## src/rtl/ddr_tx_serializer.sv

```systemverilog
// Transmit serialiser: buffers parallel words in a small FIFO and emits two bits per clock
// as registered D0/D1 for an output-DDR primitive. Optional macro: DDR_TX_LSB_FIRST_EN.
module ddr_tx_serializer #(
    parameter int unsigned WORD_WIDTH = 16,
    parameter int unsigned FIFO_DEPTH = 4,
    parameter logic        INIT_D0    = 1'b0,
    parameter logic        INIT_D1    = 1'b0
) (
    input  logic                          clk,
    input  logic                          reset,
    input  logic [WORD_WIDTH-1:0]         in_data,
    input  logic                          in_valid,
    output logic                          in_ready,
    output logic                          out_d0,
    output logic                          out_d1,
    output logic                          out_ce,
    output logic                          out_oe,
    output logic [$clog2(FIFO_DEPTH):0]   fifo_level,
    output logic                          busy
);

    localparam int unsigned PtrW  = $clog2(FIFO_DEPTH);
    localparam int unsigned LvlW  = PtrW + 1;
    localparam int unsigned Beats = WORD_WIDTH / 2;
    localparam int unsigned CntW  = (Beats > 1) ? $clog2(Beats) : 1;

    localparam logic [LvlW-1:0] FullLvl  = LvlW'(FIFO_DEPTH);
    localparam logic [CntW-1:0] LastBeat = CntW'(Beats - 1);

    typedef enum logic [0:0] {StIdle, StShift} state_e;

    state_e                state_q, state_d;

    logic [WORD_WIDTH-1:0] mem_q [FIFO_DEPTH];
    logic [PtrW-1:0]       wr_ptr_q, wr_ptr_d;
    logic [PtrW-1:0]       rd_ptr_q, rd_ptr_d;
    logic [LvlW-1:0]       level_q, level_d;

    logic [WORD_WIDTH-1:0] sr_q, sr_d;
    logic [CntW-1:0]       cnt_q, cnt_d;

    logic                  out_d0_q, out_d0_d;
    logic                  out_d1_q, out_d1_d;
    logic                  out_ce_q, out_ce_d;
    logic                  out_oe_q, out_oe_d;

    logic                  push;
    logic                  pop;
    logic                  fifo_empty;
    logic                  last_beat;

    // ------------------------------------------------------------------
    // FIFO control
    // ------------------------------------------------------------------
    assign in_ready   = (level_q != FullLvl);
    assign fifo_empty = (level_q == '0);
    assign push       = in_valid && in_ready;
    assign last_beat  = (cnt_q == LastBeat);

    // A word is pulled into the shifter from idle, or back-to-back on the last beat.
    assign pop = !fifo_empty && ((state_q == StIdle) || last_beat);

    always_comb begin
        wr_ptr_d = wr_ptr_q;
        rd_ptr_d = rd_ptr_q;
        level_d  = level_q;
        if (push) begin
            wr_ptr_d = wr_ptr_q + PtrW'(1);
        end
        if (pop) begin
            rd_ptr_d = rd_ptr_q + PtrW'(1);
        end
        case ({push, pop})
            2'b10:   level_d = level_q + LvlW'(1);
            2'b01:   level_d = level_q - LvlW'(1);
            default: level_d = level_q;
        endcase
    end

    always_ff @(posedge clk) begin
        if (reset) begin
            wr_ptr_q <= '0;
            rd_ptr_q <= '0;
            level_q  <= '0;
        end else begin
            wr_ptr_q <= wr_ptr_d;
            rd_ptr_q <= rd_ptr_d;
            level_q  <= level_d;
        end
    end

    // Storage needs no reset: pointers and level define which entries are live.
    always_ff @(posedge clk) begin
        if (push) begin
            mem_q[wr_ptr_q] <= in_data;
        end
    end

    // ------------------------------------------------------------------
    // FSM: state register
    // ------------------------------------------------------------------
    always_ff @(posedge clk) begin
        if (reset) begin
            state_q <= StIdle;
        end else begin
            state_q <= state_d;
        end
    end

    // ------------------------------------------------------------------
    // FSM: next state
    // ------------------------------------------------------------------
    always_comb begin
        state_d = state_q;
        case (state_q)
            StIdle: begin
                if (!fifo_empty) begin
                    state_d = StShift;
                end
            end
            StShift: begin
                if (last_beat && fifo_empty) begin
                    state_d = StIdle;
                end
            end
            default: state_d = StIdle;
        endcase
    end

    // ------------------------------------------------------------------
    // FSM: outputs (next values of the registered pad-side signals)
    // ------------------------------------------------------------------
    always_comb begin
        out_d0_d = INIT_D0;
        out_d1_d = INIT_D1;
        out_ce_d = 1'b0;
        out_oe_d = 1'b0;
        if (state_q == StShift) begin
            out_ce_d = 1'b1;
            out_oe_d = 1'b1;
`ifdef DDR_TX_LSB_FIRST_EN
            out_d0_d = sr_q[0];
            out_d1_d = sr_q[1];
`else
            out_d0_d = sr_q[WORD_WIDTH-1];
            out_d1_d = sr_q[WORD_WIDTH-2];
`endif
        end
    end

    // ------------------------------------------------------------------
    // Shifter and beat counter
    // ------------------------------------------------------------------
    always_comb begin
        sr_d  = sr_q;
        cnt_d = cnt_q;
        if (pop) begin
            sr_d  = mem_q[rd_ptr_q];
            cnt_d = '0;
        end else if (state_q == StShift) begin
`ifdef DDR_TX_LSB_FIRST_EN
            sr_d = sr_q >> 2;
`else
            sr_d = sr_q << 2;
`endif
            cnt_d = last_beat ? '0 : cnt_q + CntW'(1);
        end
    end

    always_ff @(posedge clk) begin
        if (reset) begin
            sr_q     <= '0;
            cnt_q    <= '0;
            out_d0_q <= INIT_D0;
            out_d1_q <= INIT_D1;
            out_ce_q <= 1'b0;
            out_oe_q <= 1'b0;
        end else begin
            sr_q     <= sr_d;
            cnt_q    <= cnt_d;
            out_d0_q <= out_d0_d;
            out_d1_q <= out_d1_d;
            out_ce_q <= out_ce_d;
            out_oe_q <= out_oe_d;
        end
    end

    assign out_d0     = out_d0_q;
    assign out_d1     = out_d1_q;
    assign out_ce     = out_ce_q;
    assign out_oe     = out_oe_q;
    assign fifo_level = level_q;
    assign busy       = (state_q == StShift) || !fifo_empty;

endmodule
```

## config.mk

```make
export PLATFORM = sky130hd
export DESIGN_NAME = ddr_tx_serializer
export DESIGN_NICKNAME = d
export VERILOG_FILES = /design/src/rtl/ddr_tx_serializer.sv
export SDC_FILE = /design/constraint.sdc
export NUM_CORES = 1
export LEC_CHECK = 0
export CORE_MARGIN = 2
export CORE_UTILIZATION = 25
export DETAILED_ROUTE_END_ITERATION = 8
export GPL_TIMING_DRIVEN = 1
export PLACE_DENSITY_LB_ADDON = 0.2
export SYNTH_ARGS = -nofsm -noshare
export SYNTH_HDL_FRONTEND = slang
export SYNTH_SLANG_ARGS = --single-unit
```

## constraint.sdc

```tcl
create_clock -name clk -period 5 [get_ports clk]
set_input_delay 1.5 -clock clk [delete_from_list [all_inputs] [get_ports clk]]
set_output_delay 1.5 -clock clk [all_outputs]
set_load 0.05 [all_outputs]
```

# After elaboration in Yosys (flattened, before gate mapping)
# Memory sizes are Yosys's and may differ from the RTL's. A register that Yosys moved wholly into a read port is not among the register bits.
# Cells that the tools add are included.
[totals]
n_memories = 1
output_inout_bits = 9
ram_bits = 64
wordCells = 43
inputBits = 19
ff_bits = 30
[mem_list]
columns = ["memory", "words", "width", "rd", "rd_ports_with_merged_regs", "wr", "line", "text"]
rows = [
  ["mem_q", 4, 16, 1, 1, 1, "34", "logic [WORD_WIDTH-1:0] mem_q [FIFO_DEPTH];"],
]
[op_classes]
n_addsub = 5
bitwise_logic = 1
mux = 12
n_reduce_logical = 11
n_eq_ne = 4
[op_table]
columns = ["operator", "count"]
rows = [
  ["$mux W16", 2],
  ["$add A3 B1 Y3 const B", 2],
  ["$pmux W3 S2", 1],
  ["$mux W1", 5],
  ["$add A2 B1 Y2 const B", 2],
  ["$mux W2", 2],
  ["$reduce_bool A2 Y1", 2],
  ["$reduce_or A2 Y1", 2],
  ["$eq A3 B3 Y1 const B", 1],
  ["$logic_and A1 B1 Y1", 3],
  ["$logic_not A3 Y1", 1],
  ["$mux W3", 1],
  ["$ne A3 B3 Y1 const B", 1],
  ["$sub A3 B1 Y3 const B", 1],
  ["$eq A2 B1 Y1 const B", 1],
  ["$eq A2 B2 Y1 const B", 1],
  ["$logic_or A1 B1 Y1", 2],
  ["$pmux W1 S2", 1],
  ["$logic_not A1 Y1", 1],
  ["$not A1 Y1", 1],
]

# Depth between registers and ports, before layout
# Gate-level depths: netlist of the first run.
[depth]
depth_word = 5
mapped_depth = 10
mapped_depth_nobuf = 9

# Least setup slack after synthesis of the first run
# OpenSTA, ideal clock, no wires.
[synth_path]
path_type = "register -> output"
start = "register level_q[0] (netlist: fifo_level[0])"
end = "output in_ready"
path_buffers = 1
t_arrival_ps = 1580
required_time_ps = 3500
path_slack_ps = 1920
stages_incl_launch_ff = 3
cell_sequence = "dfxtp_1 > or3b_1 > clkbuf_1"
[synth_via]
elab_chain_len = 1
[synth_lines]
columns = ["element", "line", "text"]
rows = [
  ["start: declaration", "37", "logic [LvlW-1:0] level_q, level_d;"],
  ["start signal: assignment", "88", "level_q <= level_d;"],
  ["$ne A3 B3 Y1", "55", "assign in_ready = (level_q != FullLvl);"],
  ["end: declaration", "13", "output logic in_ready,"],
]
# Every way passes these cells.

# Final worst setup path of the first run
[layout_path]
start = "register state_q"
end = "output busy"
[layout_via]
elab_chain_len = 1
[layout_lines]
columns = ["element", "line", "text"]
rows = [
  ["start: declaration", "32", "state_e state_q, state_d;"],
  ["start signal: assignment", "104", "state_q <= StIdle;"],
  ["start signal: assignment", "106", "state_q <= state_d;"],
  ["$logic_or A1 B1 Y1", "193", "assign busy = (state_q == StShift) || !fifo_empty;"],
  ["end: declaration", "19", "output logic busy"],
]
# Every way passes these cells.

==> results of run 1 <==
## metrics by stage
stage,power [uW],std cells,area (um^2)
finish,2560,446,4560
detailed placement,1930,430,4260
CTS,2600,446,4560
floorplan,1730,229,3850
global route,2710,446,4560
global placement,1920,430,4260
## area by class of cell
class                   count  area [um^2]  share of cell area, %
clock inverters             2         10.0                  0.220
flip-flops and latches     96         2560                   56.2
multi-input cells         112         1150                   25.4
well taps                 188          235                   5.16
inverters                   4         15.0                  0.330
repair buffers             30          293                   6.43
clock buffers              14          285                   6.26
## worst max-delay path, stage by stage (launching register included)
cell             delay, ns
dfxtp_1               0.41
nor4_4                0.55
inv_1                 0.32
clkdlybuf4s50_1       0.81
## synthesized netlist by cell type (all sizes together) (2+ instances only)
master	number
a21o	2
a21oi	10
a221o	7
a311oi	4
a32oi	6
and2	2
and3	4
buf	10
clkbuf	7
dfxtp	32
edfxtp	64
ha	7
inv	4
mux2i	4
mux4	16
nand3	5
nor2	11
nor2b	2
nor3	4
nor4b	7
o211ai	4
o21ai	5
or3	3
## power by group
group / total (uW) / switching, uW / internal, uW
registers: 1130 / 133 / 1000
logic: 762 / 430 / 331
clock network: 665 / 271 / 393
total: 2560 / 834 / 1730
## logic make-up after synthesis
kind of cell,Yosys count,synth area share (%)
AO/OA/AOI/OAI,40,7.63
XOR/XNOR,2,0.455
multiplexers,20,11.9
flip-flops,96,66.5
buffers and inverters,21,3.48
AND/OR/NAND/NOR,42,7.24
adder cells (fa/ha/maj),8,2.79
## path summary, 6_finish.rpt
path	from	end
worst max-delay path	state_q$_SDFF_PP0_	busy
worst min-delay path	sr_q[11]$_SDFFE_PP0P_	sr_q[13]$_SDFFE_PP0P_
worst max register to register	cnt_q[0]$_SDFFE_PP0P_	fifo_level[2]$_SDFFE_PP0P_
worst min register to register	sr_q[11]$_SDFFE_PP0P_	sr_q[13]$_SDFFE_PP0P_
## state kept, by name, summed over array words and instances (netlist names), named ones only
| signal | cells |
|---|---|
| out_d0 | 1 |
| out_d1 | 1 |
| rd_ptr_q | 2 |
| state_q | 1 |
| fifo_level | 3 |
| mem_q | 64 |
| sr_q | 16 |
| cnt_q | 3 |
| out_oe | 1 |
| wr_ptr_q | 2 |
## per-layer routing
metal / vias to the layer above / share of wire [%]
met5: - / 0
met4: 0 / 2.0
met3: 10 / 2.3
met2: 29 / 48
met1: 1001 / 48
li1: 972 / -
==> results.yml, run 1 <==
layout:
  final_cell_mix: "edfxtp_1, dfxtp_1, clkdlybuf4s50_1"
  area_delta_synth_final_pct: 18.3
  fin_util_pct: 30.1
  drive_gt1_share_pct: 8.91
  diodes: 0
  final_common_cell: "edfxtp_1"
  fillers: 1483
  fin_nets: 280
yosys:
  synthFlopType: "edfxtp_1"
  syn_nets: 256
  netlist_area_um2: 3850
  synth.distinct_cells: 42
  async_flop_share_pct: 0
  seq_area_frac_synth_pct: 66.5
  yosys-top-cells-area: "edfxtp_1, dfxtp_1, mux4_1"
  postSynthAreaPerCell_um2: 16.8
  yosysWarnings: 0
  synthCells: 229
  synth_edf_count: 64
  synth_top_area_share_pct: 49.9
  yosys.area.top_type: "edfxtp_1"
  synth-seq-cells: 96
clock_tree:
  cts_made_buffers: 9
  root_buffer: "clkbuf_16"
  post_cts_resized: 0
  htreeDepth: 3
  cts_tree: "built"
  cts.clk_slew.worst_paths_ns: 0.07
  clk_latency_ns: 0.33
  cts_hold_buf: 0
  cts_buffer_depth: 2
  clkSinkCount: 96
  cts_post_setup_buffers_inserted: 0
floorplan:
  num_rows: 45
  core_um2: 15100
  start_util_pct: 25.4
  dieWidth_um: 128
  die_h_um: 128
  die-area_um2: 16400
  io_pins: 28
critical_path:
  critPathCaptureType: "output port"
  worst-r2r-cell-count: 10
  rrSetupSlack_ns: 2.43
  critPathArrivalTime_ns: 2.43
  crit_path_max_fanout: 12
  path_class: "reg -> out"
  worstPathRequired_ns: 3.50
  crit_path_start_kind: "register"
route:
  via_per_inst: 4.51
  drtAntennaViolNets: 0
  vias: 2012
  drc: 0
  wl_per_cell_um: 16.3
  wl_mm: 7.28
  firstDrtPassIters: 4
  drt-initial-drc-count: 154
global_route:
  overflow: 0
  grt_pass1_wl_mm: 11.6
  antenna_found_initial: 0
  gr-usage-met3_pct: 1.46
  track_usage_pct: 9.49
  top_usage_layer: "met2"
  grt_start_max_net_pins: 32
  grt_util_met1_pct: 12.9
  use_met2_pct: 14.7
  grt_pass1_vias: 1976
placement:
  io_buffer_count: 27
  post-place-ws_ns: 1.47
  globalplace.congestion: 0.667
  dp_hpwl_mm: 4.45
hold_path:
  hold-path-cell-count: 1
  min_path_type: "reg -> reg"
sta:
  fin_crit_ns: 3.93
  hold-worst-slack_ns: 0.485
  rsz0062_at_grt: "no"
  maxSlewViolCount: 0
  setup-tns-final_ns: 0
  fin_ws_ns: 1.07
  worst_pin_slew_ns: 0.958
  finalHoldViolCount: 0
  skew_ns: 0.00695
  fmax_ghz: 0.254
  max_slew_margin_pct: 36.0
  post-route-period-util_pct: 78.6
  setup-violations-final: 0
pwr:
  p_leak_uw: 0.00152
  ir_worst_vdd_mv: 0.202
  power_density_nw_per_um2: 562
run:
  drv_cap: 0
run_status:
  outcome: "completed"
(Power assumes the default switching activity.)
==> run 2, diff against run 1 <==
==> constraint.sdc (replaced) <==
create_clock -name clk -period 3.5 [get_ports clk]
set_input_delay 1.05 -clock clk [delete_from_list [all_inputs] [get_ports clk]]
set_output_delay 1.05 -clock clk [all_outputs]
set_load 0.05 [all_outputs]
==> run 2 against run 1 <==
Net effect: register-to-register slack lost 1.5 ns; setup slack lost 0.73 ns; sequential power grew 41%; final cell count grew 1.3%; critical path depth shrank 1; cell area grew 0.77%; largest cell class unchanged; largest power group unchanged.
==> results.yml, run 2 (synthesized netlist as in run 1, its figures left out) <==
run_status:
  outcome: "completed"
sta:
  setup-violations-final: 0
  worst_pin_slew_ns: 0.817
  fin_crit_ns: 3.16
  rsz0062_at_grt: "no"
  hold-worst-slack_ns: 0.483
  skew_ns: 0.00996
  max_slew_margin_pct: 45.5
  setup-tns-final_ns: 0
  fin_ws_ns: 0.339
  fmax_ghz: 0.316
  maxSlewViolCount: 0
  finalHoldViolCount: 0
  post-route-period-util_pct: 90.3
clock_tree:
  cts.clk_slew.worst_paths_ns: 0.07
  cts_hold_buf: 0
  cts_buffer_depth: 2
  clk_latency_ns: 0.34
  cts_tree: "built"
  cts_post_setup_buffers_inserted: 0
  post_cts_resized: 0
  htreeDepth: 3
  clkSinkCount: 96
  cts_made_buffers: 9
  root_buffer: "clkbuf_16"
pwr:
  p_switching_uw: 1200
  p_leak_uw: 0.00154
  p_seq_share_pct: 43.2
  power_density_nw_per_um2: 803
  finalPower_uw: 3690
  p_int_uw: 2480
  swShare_pct: 32.6
  pwr-share-comb_pct: 31.4
  clkPwrFrac_pct: 25.3
  ir_worst_vdd_mv: 0.241
placement:
  io_buffer_count: 27
  globalplace.congestion: 0.675
  dp_hpwl_mm: 4.60
  post-place-ws_ns: 0.453
  place_area_um2: 4310
route:
  wl_per_cell_um: 16.5
  wl_mm: 7.44
  firstDrtPassIters: 4
  drc: 0
  vias: 2097
  drtAntennaViolNets: 0
  drt-initial-drc-count: 116
  via_per_inst: 4.64
layout:
  drive_gt1_share_pct: 11.0
  largest_register_ff_count: 64
  reg.largest.list: "mem_q: 64 flops, sr_q: 16 flops"
  finalInstanceArea_um2: 4590
  final_cell_mix: "edfxtp_1, dfxtp_1, clkdlybuf4s50_1"
  diodes: 0
  area_delta_synth_final_pct: 19.2
  final_common_cell: "edfxtp_1"
  largest-register: "mem_q"
  fin_nets: 287
  fillers: 1467
floorplan:
  die_h_um: 128
  num_rows: 45
  die-area_um2: 16400
  core_um2: 15100
  start_util_pct: 25.4
  dieWidth_um: 128
  io_pins: 28
global_route:
  grt_pass1_wl_mm: 12.1
  grt_start_max_net_pins: 31
  overflow: 0
  grt_pass1_vias: 2152
  track_usage_pct: 9.89
  antenna_found_initial: 0
critical_path:
  critPathCaptureType: "output port"
  worstPathRequired_ns: 2.45
  critPathArrivalTime_ns: 2.11
  crit_path_max_fanout: 10
  crit_path_start_kind: "register"
  rrSetupSlack_ns: 0.96
  path_class: "reg -> out"
hold_path:
  min_path_type: "reg -> reg"
run:
  drv_cap: 0
-- run 2: cell types whose count changed in the layout (fill, tap and decap cells not counted), sizes merged --
cell,change
buf,+7
bufinv,+1
clkinvlp,+1
clkinv,+1
clkbuf,-4
-- run 2: power by group through the flow --
stage | sequential [uW] | combinational [uW] | clock [uW]
2_1_floorplan | 1590 | 878 | 0
3_3_place_gp | 1620 | 1160 | 0
3_5_place_dp | 1620 | 1170 | 0
4_1_cts | 1600 | 1180 | 961
5_1_grt | 1630 | 1270 | 1010
6_report | 1590 | 1160 | 935
-- run 2: per-stage QoR --
stage | utilization (%) | instances
3_5_place_dp | 28.5 | 437
3_3_place_gp | 28.5 | 437
5_1_grt | 30.3 | 452
2_1_floorplan | - | 229
4_1_cts | 30.3 | 452
6_report | 30.3 | 452
-- run 2: path summary, 6_finish.rpt --
| kind | start | endpoint | cells past startpoint |
|---|---|---|---|
| worst max-delay path | fifo_level[2]$_SDFFE_PP0P_ | in_ready | 2 |
| worst min-delay path | sr_q[6]$_SDFFE_PP0P_ | sr_q[8]$_SDFFE_PP0P_ | 1 |
| worst max register to register | cnt_q[0]$_SDFFE_PP0P_ | fifo_level[2]$_SDFFE_PP0P_ | 10 |
| worst min register to register | sr_q[6]$_SDFFE_PP0P_ | sr_q[8]$_SDFFE_PP0P_ | 1 |
-- run 2: layout make-up --
cell class / instances / area (um^2) / share of cell area (%)
Sequential cell: 96 / 2560 / 55.8
Tap cell: 188 / 235 / 5.12
Multi-Input combinational cell: 112 / 1150 / 25.2
Clock inverter: 5 / 48.8 / 1.06
Clock buffer: 10 / 229 / 4.99
Inverter: 4 / 15.0 / 0.327
Timing Repair Buffer: 37 / 345 / 7.52
-- run 2: layer usage --
| layer | track usage (%) | vias up | wire length [um] |
|---|---|---|---|
| met5 | 0 | - | 0 |
| met4 | 4.20 | 0 | 148 |
| met3 | 2.38 | 9 | 196 |
| met2 | 15.8 | 24 | 3560 |
| met1 | 12.9 | 1082 | 3530 |
| li1 | - | 982 | - |
-- run 2: critical path, cell delays in order, from the launching register on --
cell and delay (ns):
dfxtp_1 0.49, or3b_1 0.53, clkdlybuf4s50_1 0.75
==> run 3, diff against run 2 <==
--- a/config.mk
+++ b/config.mk
@@ -5,6 +5,7 @@
 export SDC_FILE = /design/constraint.sdc
 export NUM_CORES = 1
 export LEC_CHECK = 0
+export ABC_AREA = 1
 export CORE_MARGIN = 2
 export CORE_UTILIZATION = 25
 export DETAILED_ROUTE_END_ITERATION = 8
==> run 3 against run 2 <==
Net effect: synthesized cell count rose by 85%; synthesized area rose by 7.5%; global-route usage rose by 0.56 points; clock power rose by 10%; register-to-register slack improved by 0.14 ns; worst hold slack got worse by 0.024 ns; final cell count rose by 50%.
==> results.yml, run 3 <==
yosys:
  synthFlopType: "edfxtp_1"
  synth_simple_gate_area_share_pct: 22.4
  yosysWarnings: 0
  netlist_area_um2: 4140
  yosys-top-cells-area: "edfxtp_1, dfxtp_1, nand2_1"
  yosys.area.top_type: "edfxtp_1"
  synth_top_family_by_area: "simple AND/OR/NAND/NOR gates"
  synthMuxAreaShare_pct: 0
  synthAdderAreaFrac_pct: 2.60
  seq_area_frac_synth_pct: 61.9
  syn_nets: 451
  synthTopCellsByCount: "nand2_1, edfxtp_1, inv_1"
  synth-seq-cells: 96
  synth_xor_area_share_pct: 0.211
  async_flop_share_pct: 0
  synthCells: 424
  synth.most_common_cell: "nand2_1"
  synth_compound_area_share_pct: 4.29
  postSynthAreaPerCell_um2: 9.77
  synth_top_area_share_pct: 46.4
  synth_edf_count: 64
  synth.distinct_cells: 29
global_route:
  grt_pass1_vias: 2689
  grt_start_max_net_pins: 35
  grt_pass1_wl_mm: 14.0
  track_usage_pct: 10.4
  antenna_found_initial: 0
  overflow: 0
route:
  drt-initial-drc-count: 125
  drc: 0
  drtAntennaViolNets: 0
  vias: 2714
  via_per_inst: 4.00
  wl_mm: 8.51
  firstDrtPassIters: 4
  wl_per_cell_um: 12.5
sta:
  max_slew_margin_pct: 34.2
  setup-tns-final_ns: 0
  maxSlewViolCount: 0
  worst_pin_slew_ns: 0.985
  post-route-period-util_pct: 85.3
  fin_crit_ns: 2.99
  finalHoldViolCount: 0
  setup-violations-final: 0
  skew_ns: 0.00751
  fmax_ghz: 0.335
  rsz0062_at_grt: "no"
pwr:
  p_int_uw: 2480
  swShare_pct: 37.5
  p_leak_uw: 0.00208
  power_density_nw_per_um2: 802
  p_seq_share_pct: 38.8
  pwr-share-comb_pct: 35.3
  clkPwrFrac_pct: 25.9
  p_switching_uw: 1490
  ir_worst_vdd_mv: 0.250
critical_path:
  worstPathRequired_ns: 2.45
  crit_path_max_fanout: 13
  critPathArrivalTime_ns: 1.94
  crit_path_start_kind: "register"
  critPathCaptureType: "output port"
  path_class: "reg -> out"
placement:
  place_area_um2: 4630
  dp_hpwl_mm: 5.37
  io_buffer_count: 27
  globalplace.congestion: 0.694
layout:
  area_delta_synth_final_pct: 19.4
  fin_nets: 480
  reg.largest.list: "mem_q: 64 flops, sr_q: 16 flops"
  largest-register: "mem_q"
  multiInputGateArea_um2: 1220
  drive_gt1_share_pct: 10.3
  fillers: 1678
  largest_register_ff_count: 64
  ff_latch_area_um2: 2560
  final_common_cell: "nand2_1"
  finalInstanceArea_um2: 4950
  diodes: 0
  final_cell_mix: "nand2_1, edfxtp_1, inv_1"
run:
  drv_cap: 0
clock_tree:
  cts_buffer_depth: 2
  cts_post_setup_buffers_inserted: 0
  cts_tree: "built"
  cts.clk_slew.worst_paths_ns: 0.06
  cts_made_buffers: 9
  clk_latency_ns: 0.34
  post_cts_resized: 0
  root_buffer: "clkbuf_16"
  clkSinkCount: 96
  htreeDepth: 3
  cts_hold_buf: 0
floorplan:
  die_h_um: 133
  io_pins: 28
  start_util_pct: 25.2
  dieWidth_um: 133
  core_um2: 16400
  num_rows: 47
  die-area_um2: 17600
run_status:
  outcome: "completed"
hold_path:
  min_path_type: "reg -> reg"
run 3: final timing paths:
path	startpoint	endpoint	slack (ns)	depth (start not counted)
worst max-delay path	state_q$_SDFF_PP0_	busy	0.51	4
worst min-delay path	rd_ptr_q[1]$_SDFFE_PP0N_	register	0.46	2
worst max register to register	cnt_q[0]$_SDFFE_PP0P_	fifo_level[2]$_SDFFE_PP0P_	1.10	12
worst min register to register	rd_ptr_q[1]$_SDFFE_PP0N_	register	0.46	2
run 3: layer usage:
metal	vias up	part of all wire, %	track usage (%)
met1	1251	46	12.9
met4	0	1.4	4.06
met3	6	3.6	2.91
met5	-	0	0
li1	1410	-	-
met2	47	49	17.3
run 3: power groups by stage:
| stage | clock, uW | combinational, uW | sequential (uW) |
|---|---|---|---|
| floorplan | 0 | 1030 | 1600 |
| global placement | 0 | 1400 | 1560 |
| detailed placement | 0 | 1420 | 1570 |
| CTS | 1060 | 1430 | 1540 |
| global route | 1110 | 1600 | 1560 |
| finish | 1030 | 1400 | 1540 |
run 3: cell families (layout without fill, tap and decap cells):
| logic type | Yosys count | after routing |
|---|---|---|
| and+or+nand+nor | 208 | 208 |
| DFF | 96 | 96 |
| buffers and inverters | 81 | 115 |
| AOI/OAI and AO/OA | 30 | 30 |
| adders and majority gates | 8 | 8 |
| xor gates and xnor gates | 1 | 1 |
run 3: stage by stage:
stage	worst slack (ns)	hold slack (ns)	util, %	cells	total power [uW]
floorplan	0.861	0.433	-	424	2630
global placement	0.625	0.442	28.2	662	2970
detailed placement	0.604	0.459	28.2	662	2990
CTS	0.482	0.464	30.1	678	4030
global route	0.414	0.500	30.1	678	4270
finish	0.513	0.460	30.1	678	3960
run 3: layout make-up:
type                       count  area share (%)
clock buffer                   9            4.55
clock inverter                 7            1.75
inverter                      65            5.06
multi-input combinational    247            24.7
sequential                    96            51.8
tap                          220            5.57
timing repair buffer          34            6.53
run 3: worst max-delay path, cell delays in order (launching register included):
cell and delay (ns):
dfxtp_1 0.31, buf_4 0.18, inv_2 0.10, nand3_4 0.16, clkdlybuf4s50_1 0.84
